### config.mk
export PLATFORM = sky130hd
export DESIGN_NAME = uart_rx_fifo
export DESIGN_NICKNAME = d
export VERILOG_FILES = /design/src/rtl/uart_rx_fifo.sv
export SDC_FILE = /design/constraint.sdc
export NUM_CORES = 1
export LEC_CHECK = 0
export CAP_MARGIN = 25
export CORE_ASPECT_RATIO = 1.4
export CORE_UTILIZATION = 64
export CTS_CLUSTER_DIAMETER = 120
export DETAILED_ROUTE_END_ITERATION = 16
export PLACE_DENSITY = 0.95
export SYNTH_ARGS = -nofsm -noshare
export SYNTH_HDL_FRONTEND = slang
export SYNTH_SLANG_ARGS = --single-unit
### constraint.sdc
create_clock -name clk_sys -period 5.8 [get_ports clk_sys]
set_input_delay 0.58 -clock clk_sys [delete_from_list [all_inputs] [get_ports clk_sys]]
set_output_delay 0.58 -clock clk_sys [all_outputs]
set_load 0.05 [all_outputs]
### src/rtl/uart_rx_fifo.sv
// uart_rx_fifo: receive-side byte buffer behind uart_rx.
// Captures each data_rdy strobe into a synchronous FIFO and presents the
// head byte on a first-word-fall-through valid/ready port.
// Optional feature macro: UART_RX_FIFO_OVF_CNT_EN enables the saturating
// dropped-byte counter on ovf_cnt. When it is undefined, ovf_cnt is tied to 0.
// All outputs come straight from flops. rd_dat is registered by computing the
// next head byte in the same cycle the pointers move.
module uart_rx_fifo #(
  parameter int DATA_LEN = 8,
  parameter int DEPTH    = 16,
  parameter int ADDR_W   = 4
) (
  input  logic                clk_sys,
  input  logic                rst,
  input  logic [DATA_LEN-1:0] rx_dat,
  input  logic                data_rdy,
  output logic [DATA_LEN-1:0] rd_dat,
  output logic                rd_valid,
  input  logic                rd_ready,
  output logic [ADDR_W:0]     count,
  output logic                full,
  output logic                empty,
  output logic                overflow,
  input  logic                ovf_clr,
  output logic [7:0]          ovf_cnt
);

  localparam logic [ADDR_W:0] DEPTH_C = (ADDR_W+1)'(DEPTH);

  logic [DATA_LEN-1:0] mem_r [DEPTH];

  logic [ADDR_W-1:0]   wr_ptr_q, wr_ptr_d;
  logic [ADDR_W-1:0]   rd_ptr_q, rd_ptr_d;
  logic [ADDR_W:0]     count_q, count_d;
  logic                full_q, full_d;
  logic                empty_q, empty_d;
  logic                rd_valid_q, rd_valid_d;
  logic [DATA_LEN-1:0] rd_dat_q, rd_dat_d;
  logic                overflow_q, overflow_d;

  logic push_s;
  logic pop_s;
  logic drop_s;

  // Handshake decode: a pop frees a slot, so a push at full is still taken.
  always_comb begin
    pop_s  = rd_ready & ~empty_q;
    push_s = data_rdy & (~full_q | pop_s);
    drop_s = data_rdy & full_q & ~pop_s;
  end

  // Next-state for pointers, occupancy, flags and the registered head byte.
  always_comb begin
    wr_ptr_d   = wr_ptr_q;
    rd_ptr_d   = rd_ptr_q;
    count_d    = count_q;
    rd_dat_d   = rd_dat_q;
    overflow_d = overflow_q;

    if (push_s) begin
      wr_ptr_d = wr_ptr_q + ADDR_W'(1);
    end else begin
      wr_ptr_d = wr_ptr_q;
    end

    if (pop_s) begin
      rd_ptr_d = rd_ptr_q + ADDR_W'(1);
    end else begin
      rd_ptr_d = rd_ptr_q;
    end

    case ({push_s, pop_s})
      2'b10:   count_d = count_q + (ADDR_W+1)'(1);
      2'b01:   count_d = count_q - (ADDR_W+1)'(1);
      default: count_d = count_q;
    endcase

    full_d     = (count_d == DEPTH_C);
    empty_d    = (count_d == (ADDR_W+1)'(0));
    rd_valid_d = ~empty_d;

    // The incoming byte becomes the head when it lands in the slot the read
    // pointer will point at next (FIFO empty, or draining its last entry).
    if (empty_d) begin
      rd_dat_d = {DATA_LEN{1'b0}};
    end else if (push_s && (wr_ptr_q == rd_ptr_d)) begin
      rd_dat_d = rx_dat;
    end else begin
      rd_dat_d = mem_r[rd_ptr_d];
    end

    // A drop and a clear in the same cycle leave the flag set.
    if (drop_s) begin
      overflow_d = 1'b1;
    end else if (ovf_clr) begin
      overflow_d = 1'b0;
    end else begin
      overflow_d = overflow_q;
    end
  end

  // Control and status registers with synchronous reset.
  always_ff @(posedge clk_sys) begin
    if (rst) begin
      wr_ptr_q   <= {ADDR_W{1'b0}};
      rd_ptr_q   <= {ADDR_W{1'b0}};
      count_q    <= {(ADDR_W+1){1'b0}};
      full_q     <= 1'b0;
      empty_q    <= 1'b1;
      rd_valid_q <= 1'b0;
      rd_dat_q   <= {DATA_LEN{1'b0}};
      overflow_q <= 1'b0;
    end else begin
      wr_ptr_q   <= wr_ptr_d;
      rd_ptr_q   <= rd_ptr_d;
      count_q    <= count_d;
      full_q     <= full_d;
      empty_q    <= empty_d;
      rd_valid_q <= rd_valid_d;
      rd_dat_q   <= rd_dat_d;
      overflow_q <= overflow_d;
    end
  end

  // Storage array write port; contents are not reset.
  always_ff @(posedge clk_sys) begin
    if (push_s && !rst) begin
      mem_r[wr_ptr_q] <= rx_dat;
    end
  end

`ifdef UART_RX_FIFO_OVF_CNT_EN
  logic [7:0] ovf_cnt_q, ovf_cnt_d;

  // Saturating dropped-byte counter; a clear with a drop restarts at 1.
  always_comb begin
    ovf_cnt_d = ovf_cnt_q;
    if (ovf_clr) begin
      ovf_cnt_d = drop_s ? 8'd1 : 8'd0;
    end else if (drop_s && (ovf_cnt_q != 8'd255)) begin
      ovf_cnt_d = ovf_cnt_q + 8'd1;
    end else begin
      ovf_cnt_d = ovf_cnt_q;
    end
  end

  // Dropped-byte counter register.
  always_ff @(posedge clk_sys) begin
    if (rst) begin
      ovf_cnt_q <= 8'd0;
    end else begin
      ovf_cnt_q <= ovf_cnt_d;
    end
  end

  assign ovf_cnt = ovf_cnt_q;
`else
  assign ovf_cnt = 8'd0;
`endif

  assign rd_dat   = rd_dat_q;
  assign rd_valid = rd_valid_q;
  assign count    = count_q;
  assign full     = full_q;
  assign empty    = empty_q;
  assign overflow = overflow_q;

endmodule

==> flow_summary.json <==
{
  "drt-pass1-iter-count": 5,
  "start_util_pct": 65.7,
  "num_antenna_cells": 0,
  "stdcell_area_um2": 8060,
  "vias": 4539,
  "number_of_synthesized_flops_with_an_enable_pin": 128,
  "min_path_type": "reg2reg",
  "die_area_um2": 11500,
  "finalNetCount": 553,
  "h_tree_levels": 4,
  "die_height_um": 127,
  "leakagePower_uw": 0.00273,
  "clock_tree_from_tritoncts": "yes",
  "grt.total_usage_pct": 30.1,
  "crit_chain": "clkdlybuf4s50_1, nand2b_1, a21oi_1, inv_1, ha_1, xor2_1, ha_1, a21oi_1, mux2i_1, xnor2_1, a211o_1, o21ai_4, a211oi_2",
  "core-area_um2": 10800,
  "worstMarginPinSlew_ns": 0.854,
  "synth_ff_type": "sky130_fd_sc_hd__edfxtp_1",
  "drc": 0,
  "mappedNetlistArea_um2": 7110,
  "tritoncts.num_buffers": 17,
  "gr-total-overflow": 0,
  "synth_async_sr_flop_share_pct": 0,
  "place.gp.congestion": 0.951,
  "postPlaceCellArea_um2": 7420,
  "cpPeakStageDelay_ns": 0.63,
  "most_common_library_cells_after_synthesis": "sky130_fd_sc_hd__edfxtp_1 (128), sky130_fd_sc_hd__nand2_1 (71), sky130_fd_sc_hd__mux2i_1 (41)",
  "grt_max_degree": 34,
  "cts.reportedPaths.clkPinSlew_ns": 0.07,
  "end_kind": "flip-flop",
  "cts_root_buf": "sky130_fd_sc_hd__clkbuf_16",
  "flow.area_growth_from_synthesis_pct": 13.4,
  "hpwl_mm": 10.2,
  "initial_antenna_violation_count": 0,
  "fp.dieW_um": 91.1,
  "clock_tree.buffer_depth": 2,
  "power.density_nw_per_um2": 391,
  "routed_wire_length_per_instance_um": 23.9,
  "period_needed_ns": 4.11,
  "syn-mean-instance-area_um2": 14.2,
  "status": "complete, no violations",
  "yosysWarningCount": 0,
  "cp_data_required_time_ns": 6.09,
  "slew-limit-headroom_pct": 42.6,
  "rows": 45,
  "timing.fmax_mhz": 243,
  "numPortBuffers": 29,
  "final_hold_viol_count": 0,
  "final_layout_size_suffix_gt1_share_pct": 15.2,
  "ports": 38,
  "timing.critical_path.from_type": "input port",
  "post-synth-top-area-fraction_pct": 54.1,
  "report.final.setup_viol": 0,
  "detail_route.vias_per_cell": 6.62,
  "clock_latency_on_the_worst_skew_pair_ns": 0.43,
  "ctsResizeCount": 0,
  "synth_sequential_area_ratio_pct": 61.1,
  "yosys.area_share.simple_pct": 9.74,
  "vdd_ir_drop_max_mv": 0.399,
  "global_route_wire_length_before_repair_mm": 25.2,
  "synth_compound_area_share_pct": 7.22,
  "report.final.slew_viol_count": 0,
  "finalWorstSetupSlack_ns": 1.69,
  "ant_nets": 0,
  "yosysUniqueCellTypes": 58,
  "initialDrtViolationCount": 478,
  "synthCells": 501,
  "max_cap_viol_count": 0,
  "yosys-mux-area-fraction_pct": 13.7,
  "synth_top_area_cell": "sky130_fd_sc_hd__edfxtp_1",
  "postSynthRegisterBits": 153,
  "grt_setup_unrepaired": "no",
  "worst_path_max_delay_cell": "sky130_fd_sc_hd__a21oi_1",
  "vias_in_the_first_global_route": 4624,
  "wl_mm": 16.4,
  "yosys.area_share.xor_xnor_pct": 2.87,
  "synth_area_leaders": "sky130_fd_sc_hd__edfxtp_1 (54%), sky130_fd_sc_hd__mux4_2 (7.6%), sky130_fd_sc_hd__dfxtp_1 (7.0%)",
  "library_cell_with_the_highest_instance_count_after_synthesis": "sky130_fd_sc_hd__edfxtp_1",
  "place_ws_ns": 1.41,
  "worst_clock_skew_ns": 0.0135,
  "fin_tns_setup_ns": 0,
  "synth_top_family_by_area": "multiplexers",
  "cts_hold_buffers": 0,
  "cts.sink_count": 153,
  "critPathArrivalTime_ns": 4.40,
  "adder_cell_share_of_the_synthesized_area_pct": 1.41,
  "finalCritPeriodShare_pct": 70.9,
  "crit_fanout": 17,
  "critPathKind": "in2reg",
  "post_cts.repair.setup_buffers": 0
}
final cells by class:
type | instances | area, um2
clock buffers | 17 | 425
clock inverters | 15 | 180
fillers | 596 | 2750
inverters | 9 | 38.8
multi-input cells | 313 | 2510
flip-flops and latches | 153 | 4340
well taps | 141 | 176
repair buffers | 38 | 383
registers in the layout (all words and copies together), names as in the netlist:
name	flops
mem_r	128
rd_ptr_q	4
empty	1
wr_ptr_q	4
overflow	1
rd_valid	1
full	1
rd_dat	8
count	5
path summary, 6_finish.rpt:
path | from | end | slack (ns) | cells past startpoint
setup reg to reg | empty | rd_dat[0] | 1.93 | 12
setup / recovery | rd_ready | rd_dat[0] | 1.69 | 13
hold / removal | overflow | overflow | 0.50 | 2
hold reg to reg | overflow | overflow | 0.50 | 2
cell usage in the layout (no fill, tap or decap), types with 5 or more instances in the layout:
| cell | n |
|---|---|
| sky130_fd_sc_hd__inv_1 | 7 |
| sky130_fd_sc_hd__inv_6 | 6 |
| sky130_fd_sc_hd__edfxtp_1 | 128 |
| sky130_fd_sc_hd__a211oi_2 | 9 |
| sky130_fd_sc_hd__and3_1 | 8 |
| sky130_fd_sc_hd__ha_1 | 8 |
| sky130_fd_sc_hd__buf_4 | 5 |
| sky130_fd_sc_hd__dfxtp_1 | 25 |
| sky130_fd_sc_hd__mux2i_1 | 41 |
| sky130_fd_sc_hd__nand2_1 | 71 |
| sky130_fd_sc_hd__mux4_2 | 24 |
| sky130_fd_sc_hd__nand3_1 | 8 |
| sky130_fd_sc_hd__conb_1 | 8 |
| sky130_fd_sc_hd__clkbuf_16 | 17 |
| sky130_fd_sc_hd__a31oi_1 | 16 |
| sky130_fd_sc_hd__clkdlybuf4s50_1 | 29 |
| sky130_fd_sc_hd__xnor2_1 | 7 |
| sky130_fd_sc_hd__a211oi_1 | 9 |
| sky130_fd_sc_hd__nand2b_1 | 5 |
| sky130_fd_sc_hd__nor2_1 | 33 |
| sky130_fd_sc_hd__a32oi_1 | 9 |
| sky130_fd_sc_hd__nor2b_1 | 6 |
| sky130_fd_sc_hd__nor3_1 | 5 |
| sky130_fd_sc_hd__xor2_1 | 6 |
per-layer routing:
layer | track usage [%] | vias to the layer above | share of wire (%)
li1 | - | 1956 | -
met5 | 0 | - | 0
met4 | 15.7 | 0 | 4.6
met2 | 51.7 | 308 | 52
met1 | 35.1 | 2215 | 34
met3 | 7.31 | 60 | 8.8
per-stage QoR:
| step | util, % | total power, uW | hold WS, ns | std cells |
|---|---|---|---|---|
| 2_1_floorplan | - | 1820 | 0.566 | 508 |
| 3_3_place_gp | 68.3 | 1960 | 0.470 | 648 |
| 3_5_place_dp | 68.6 | 2000 | 0.486 | 652 |
| 4_1_cts | 74.2 | 3130 | 0.505 | 684 |
| 5_1_grt | 74.6 | 3230 | 0.524 | 686 |
| 6_report | 74.6 | 3150 | 0.498 | 686 |
worst max-delay path, delay by kind of cell:
kind                     cells  cell delay [ns]
AND/OR/NAND/NOR              1             0.45
multiplexers                 1             0.26
AO/OA/AOI/OAI                5             1.57
XOR/XNOR                     2             0.30
buffers and inverters        2             0.65
adder cells (fa/ha/maj)      2             0.58
cells by family (layout without fill, tap and decap cells):
kind of cell	Yosys count	after routing
mux	67	67
simple gates	151	151
compound gates	62	62
fa+ha+maj	8	8
buf+inv	42	79
other cells	1	8
xor+xnor	17	17
flops	153	153
power breakdown:
part           internal [uW]  switching, uW
Combinational            283            460
Sequential              1230           38.2
Clock                    652            482
Total                   2170            980
Note: power is estimated with default switching activity, not from simulation.
